<file path="src/rtl/ba201v32i_ifu.sv">
// Instruction fetch unit: owns the PC, fetches from a same-cycle-response TIM,
// and buffers {pc, instr, fault} entries in order for decode.
module ba201v32i_ifu #(
    parameter logic [31:0] RESET_VECTOR = 32'h0000_0000,
    parameter int unsigned FIFO_DEPTH   = 2
) (
    input  logic        clk,
    input  logic        reset,
    output logic        itim_o_valid,
    output logic [31:0] itim_o_addr,
    input  logic [31:0] itim_i_rdata,
    input  logic        redirect_i_valid,
    input  logic [31:0] redirect_i_target,
    output logic        if_o_valid,
    output logic [31:0] if_o_pc,
    output logic [31:0] if_o_instr,
    output logic        if_o_fault,
    input  logic        if_i_ready
);

    localparam int unsigned      PTR_W   = $clog2(FIFO_DEPTH);
    localparam int unsigned      CNT_W   = $clog2(FIFO_DEPTH + 1);
    localparam logic [CNT_W-1:0] DEPTH_C = CNT_W'(FIFO_DEPTH);
    localparam logic [31:0]      NOP     = 32'h0000_0013;

    typedef enum logic {
        RUN,
        FAULT
    } state_t;

    typedef struct packed {
        logic [31:0] pc;
        logic [31:0] instr;
        logic        fault;
    } entry_t;

    state_t             state;
    logic [31:0]        pc;
    logic [CNT_W-1:0]   count;
    logic [PTR_W-1:0]   rd_ptr;
    logic [PTR_W-1:0]   wr_ptr;
    entry_t             fifo_mem [FIFO_DEPTH];

    logic               pop;
    logic               fetch;
    logic               misaligned;
    logic               wr_en;
    logic [PTR_W-1:0]   wr_idx;
    entry_t             wr_data;
    entry_t             head;

    assign misaligned = (redirect_i_target[1:0] != 2'b00);

    // Gating with reset keeps the outputs quiet even before count is initialised.
    assign if_o_valid = ~reset & (count != '0);
    assign pop        = if_o_valid & if_i_ready;
    assign fetch      = (state == RUN) & ~reset & ~redirect_i_valid
                      & ((count < DEPTH_C) | pop);

    assign itim_o_valid = fetch;
    assign itim_o_addr  = pc;

    assign head       = fifo_mem[rd_ptr];
    assign if_o_pc    = head.pc;
    assign if_o_instr = head.instr;
    assign if_o_fault = head.fault;

    // A misaligned redirect lands its fault marker in slot 0 of the freshly flushed buffer.
    always_comb begin
        // NOTE: every always_comb output gets a default first so no path infers a latch.
        wr_en   = 1'b0;
        wr_idx  = wr_ptr;
        wr_data = '{pc: pc, instr: itim_i_rdata, fault: 1'b0};
        if (!reset) begin
            if (redirect_i_valid) begin
                wr_en   = misaligned;
                wr_idx  = '0;
                wr_data = '{pc: redirect_i_target, instr: NOP, fault: 1'b1};
            end else begin
                wr_en = fetch;
            end
        end
    end

    // NOTE: buffer storage carries no reset; count alone decides which slots are live.
    always_ff @(posedge clk) begin
        if (wr_en) begin
            fifo_mem[wr_idx] <= wr_data;
        end
    end

    always_ff @(posedge clk) begin
        // NOTE: sequential state uses non-blocking assignments so every register samples pre-edge values.
        if (reset) begin
            pc     <= RESET_VECTOR;
            count  <= '0;
            rd_ptr <= '0;
            wr_ptr <= '0;
            state  <= RUN;
        end else if (redirect_i_valid) begin
            pc     <= redirect_i_target;
            rd_ptr <= '0;
            if (misaligned) begin
                state  <= FAULT;
                count  <= CNT_W'(1);
                wr_ptr <= PTR_W'(1);
            end else begin
                state  <= RUN;
                count  <= '0;
                wr_ptr <= '0;
            end
        end else begin
            if (fetch) begin
                pc     <= pc + 32'd4;
                wr_ptr <= wr_ptr + 1'b1;
            end
            if (pop) begin
                rd_ptr <= rd_ptr + 1'b1;
            end
            count <= count + CNT_W'(fetch) - CNT_W'(pop);
        end
    end

endmodule

</file>
<file path="config.mk">
export PLATFORM = sky130hd
export DESIGN_NAME = ba201v32i_ifu
export DESIGN_NICKNAME = d
export VERILOG_FILES = /design/src/rtl/ba201v32i_ifu.sv
export SDC_FILE = /design/constraint.sdc
export NUM_CORES = 1
export LEC_CHECK = 0
export ABC_AREA = 1
export ABC_CLOCK_PERIOD_IN_PS = 7430
export CORE_MARGIN = 10
export CORE_UTILIZATION = 25
export CTS_CLUSTER_SIZE = 25
export DETAILED_ROUTE_END_ITERATION = 6
export SLEW_MARGIN = 40
export SYNTH_ARGS = -nofsm -noshare
export SYNTH_HDL_FRONTEND = slang
export SYNTH_SLANG_ARGS = --single-unit
</file>
<file path="constraint.sdc">
create_clock -name clk -period 7.43 [get_ports clk]
set_input_delay 1.1145 -clock clk [delete_from_list [all_inputs] [get_ports clk]]
set_output_delay 1.1145 -clock clk [all_outputs]
set_load 0.02 [all_outputs]
</file>
# Word level (Yosys, flattened, before mapping)
# Memories as Yosys holds them, arrays and structs flattened. A register that Yosys moved wholly into a read port is not among the register bits.
# Cells that the tools add are included.
[totals]
reg_bits = 37
ramBits = 130
input_bits = 68
output_inout_bits = 99
word_cells = 42
memories = 1
[mem_list]
columns = ["memory", "depth", "word_bits", "read_ports", "rd_ports_with_merged_regs", "wr", "line", "source"]
rows = [
  ["fifo_mem", 2, 65, 1, 1, 1, "42", "entry_t fifo_mem [FIFO_DEPTH];"],
]
[op_classes]
add_sub_neg = 5
magnitude_cmp = 1
mux = 17
n_bitwise = 9
n_reduce_logical = 4
[ops]
columns = ["cell", "count"]
rows = [
  ["$mux W65", 2],
  ["$mux W32", 2],
  ["$add A32 B3 Y32 const B", 1],
  ["$mux W1", 12],
  ["$reduce_bool A2 Y1", 3],
  ["$and A1 B1 Y1", 5],
  ["$not A1 Y1", 3],
  ["$add A1 B1 Y1 const B", 2],
  ["$add A2 B1 Y2", 1],
  ["$lt A2 B2 Y1 const B", 1],
  ["$mux W2", 1],
  ["$reduce_or A2 Y1", 1],
  ["$sub A2 B1 Y2", 1],
  ["$or A1 B1 Y1", 1],
]

# Depth between registers and ports, before layout
[depth]
depth_word = 9
ltp_mapped = 10
depth_no_buf = 10

# Worst setup path before layout
# Ideal clock, no wire load.
[synth_path]
path_kind = "input port to flip-flop"
start = "input port redirect_i_valid"
end = "memory fifo_mem[0][0] (netlist name) (enable)"
arrival_time_ps = 6085
required_ps = 6850
slack_ps = 765
path_stages = 3
n_path_buf = 0
cell_sequence = "nor2_4 nand3_4 o21ai_0"
[synth_between]
elab_chain_cells = 7
[synth_lines]
columns = ["item", "line", "source"]
rows = [
  ["start, declared", "12", "input logic redirect_i_valid,"],
  ["$not A1 Y1", "57", "assign fetch = (state == RUN) & ~reset & ~redirect_i_valid"],
  ["$and A1 B1 Y1", "57", ""],
  ["$and A1 B1 Y1", "58", "& ((count < DEPTH_C) | pop);"],
  ["$mux W1", "75", "if (redirect_i_valid) begin"],
  ["$mux W1", "74", "if (!reset) begin"],
  ["$mux W1", "87", "if (wr_en) begin"],
  ["$mux W1 (not written as such)", "88", "fifo_mem[wr_idx] <= wr_data;"],
  ["end, declared", "42", ""],
]
# Several ways; a longest one is shown, not always the timed one.

# Worst setup path after layout
[layout_path]
start = "input port redirect_i_valid"
end = "output port itim_o_valid"
[layout_between]
elab_chain_cells = 3
[layout_lines]
columns = ["item", "line", "source"]
rows = [
  ["$not A1 Y1", "57", ""],
  ["$and A1 B1 Y1", "57", ""],
  ["$and A1 B1 Y1", "58", ""],
  ["end, declared", "9", "output logic itim_o_valid,"],
]
# Every way passes these cells.

==> results.json <==
{
  "synthTopCellsByArea": "edfxtp_1 52%, dfxtp_1 10%, mux2_2 9.7%",
  "io_pins": 167,
  "drc_errors": 0,
  "reg2reg_slack_ns": 5.29,
  "critPathKind": "in -> out",
  "grt_pass1_wl_mm": 34.0,
  "path_buf_inv": 3,
  "cp-start-kind": "primary input",
  "synth_warnings": 0,
  "diodes": 0,
  "hold_buffers": 0,
  "holdCritPathClass": "reg -> reg",
  "insertion_delay_ns": 0.43,
  "rr_endpoint": "fifo_mem[1][30]",
  "dp_slack_ns": 2.59,
  "endpoint": "itim_o_valid",
  "synth-compound-area-share": 0.0533,
  "antenna_found_initial": 1,
  "syn_area_per_cell_um2": 10.7,
  "leakagePower_nw": 3.72,
  "cts.sinks": 168,
  "post_cts_resized": 0,
  "synth.distinct_cells": 35,
  "slew_viol_final": 0,
  "yosys.area_share.simple": 0.163,
  "syn_inst": 704,
  "dieWidth_um": 194,
  "hp-start": "itim_o_addr[0]",
  "synth_top_family_by_area": "simple AND/OR/NAND/NOR gates",
  "std_cell_rows": 63,
  "gp_congestion": 0.817,
  "final_nets": 942,
  "path_clk_slew_ns": 0.06,
  "numCtsBuffers": 17,
  "cts_tree": "built",
  "final_cell_mix": "166 x clkdlybuf4s50_1, 145 x nand2_1, 130 x edfxtp_1",
  "drt_wl_total_mm": 22.6,
  "yosys-mux-area-fraction": 0.0968,
  "vias_per_cell": 4.38,
  "port_buffers": 166,
  "slew_headroom": 0.522,
  "syn_area_um2": 7560,
  "period_share": 0.628,
  "path_delay_family": "buffers and inverters",
  "h-tree-depth": 4,
  "drive_above_1_share": 0.149,
  "endpoint_kind": "primary output",
  "routedWlPerCell_um": 17.8,
  "area_growth_pct": 36.2,
  "crit_top_cell": "clkdlybuf4s50_1",
  "drv_cap": 0,
  "rsz0062_at_grt": "false",
  "floorplan.initialDensity": 0.254,
  "synth-adder-area-share": 0.00496,
  "cts.path.max_buffers": 2,
  "cp.depth": 5,
  "setup_violations": 0,
  "drtIter0Drc": 310,
  "synth_top_area_frac": 0.516,
  "die_h_um": 194,
  "fmax_mhz": 214,
  "drtAntennaViolNets": 0,
  "synth-xor-area-share": 0.00811,
  "r2r-start": "count[1]",
  "syn_nets": 775,
  "ir_drop_v": 0.000148,
  "synth-seq-cells": 168,
  "period_needed_ns": 4.66,
  "power_density_nw_per_um2": 227,
  "layout_commonest_cell": "clkdlybuf4s50_1",
  "arrival_ns": 3.55,
  "dpl.hpwl_mm": 16.3,
  "die_area_um2": 37600,
  "startpoint": "redirect_i_valid",
  "post_cts_buffers": 0,
  "setup_slack_ns": 2.77,
  "status": "finished, final reports clean",
  "num-fill-cells": 2961,
  "fp.coreArea_um2": 29700,
  "worstMarginPinSlew_ns": 0.718,
  "max_stage_delay_ns": 0.74,
  "worstPathRequired_ns": 6.32,
  "worstPathMaxFanout": 28,
  "grt_max_degree": 94,
  "cpMaxStageDelayCell": "clkdlybuf4s50_1",
  "drtPass1Iterations": 5,
  "yosys.area.top_type": "edfxtp_1",
  "grt.overflow.total": 0,
  "seq_area_frac_synth": 0.617,
  "grt_pass1_vias": 5627,
  "vias": 5586,
  "finalSetupTns_ns": 0,
  "cts-root-buf": "clkbuf_16",
  "crit_path_cell_trace": "clkdlybuf4s50_1, nor2_4, nand3_4, clkinv_2, clkdlybuf4s50_1",
  "hold_viol": 0,
  "clock_skew_ns": 0.0115,
  "grtUsageTotal": 0.117,
  "rr_worst_depth": 4
}
[worst register-to-register path: stages, from the launching register on]
cell and delay (ns):
dfxtp_1 0.33, nand2_1 0.11, nand3_4 0.18, nor3_4 0.55
buf_6 0.52
[state kept, by name (all words and copies together), names as in the netlist, named ones only]
register and count:
fifo_mem 130, itim_o_addr 32, rd_ptr 1, wr_ptr 1, count 2, state 1
[worst min-delay path by stage]
stage | endpoint | depth (start not counted)
after global placement | itim_o_addr[0] | 2
after floorplan | register | 2
final | itim_o_addr[0] | 2
after detailed placement | itim_o_addr[0] | 2
after CTS | itim_o_addr[0] | 2
after global routing | itim_o_addr[0] | 2
[synthesized netlist by cell type, drive strengths merged]
master	instances
a21oi	9
a31o	1
a31oi	4
and2	2
buf	21
clkbuf	3
clkinv	1
dfxtp	38
edfxtp	130
ha	3
inv	82
mux2	65
nand2	149
nand3	39
nand4	8
nor2	76
nor3	3
o211ai	5
o21ai	46
o22ai	1
o311ai	1
o31ai	5
or2	5
xnor2	2
xor2	5
[routing by layer]
layer  vias up  GRT usage  wire [um]
met4         2     0.0247        172
li1       2732          -          -
met3        15     0.0411       1790
met5         -          0          8
met1      2644      0.146      10000
met2       193      0.189      10600
[cells by family after synthesis]
logic type | Yosys count
AO/OA/AOI/OAI | 72
XOR/XNOR | 7
adder cells (fa/ha/maj) | 3
buffers and inverters | 107
flip-flops | 168
multiplexers | 65
AND/OR/NAND/NOR | 282
[through the flow]
step,std cells,util,power (mW),area (um^2),hold WS (ns)
floorplan,704,-,1.29,7560,0.472
global placement,1240,0.325,1.46,9650,0.472
detailed placement,1242,0.327,1.47,9700,0.476
CTS,1274,0.346,2.37,10300,0.500
global route,1274,0.347,2.44,10300,0.546
finish,1274,0.347,2.34,10300,0.493
[power breakdown]
part           switching (mW)  internal, mW
registers              0.0320          1.08
clock network           0.385         0.503
logic                   0.185         0.154
[cell type report]
class / instances / area, um^2 / share of cell area
clock inverters: 15 / 166 / 0.0162
inverters: 83 / 313 / 0.0304
well taps: 390 / 488 / 0.0474
flip-flops and latches: 168 / 4670 / 0.453
multi-input cells: 429 / 2490 / 0.242
repair buffers: 172 / 1750 / 0.170
clock buffers: 17 / 425 / 0.0413
No activity file was read; power rests on OpenSTA's default activity.
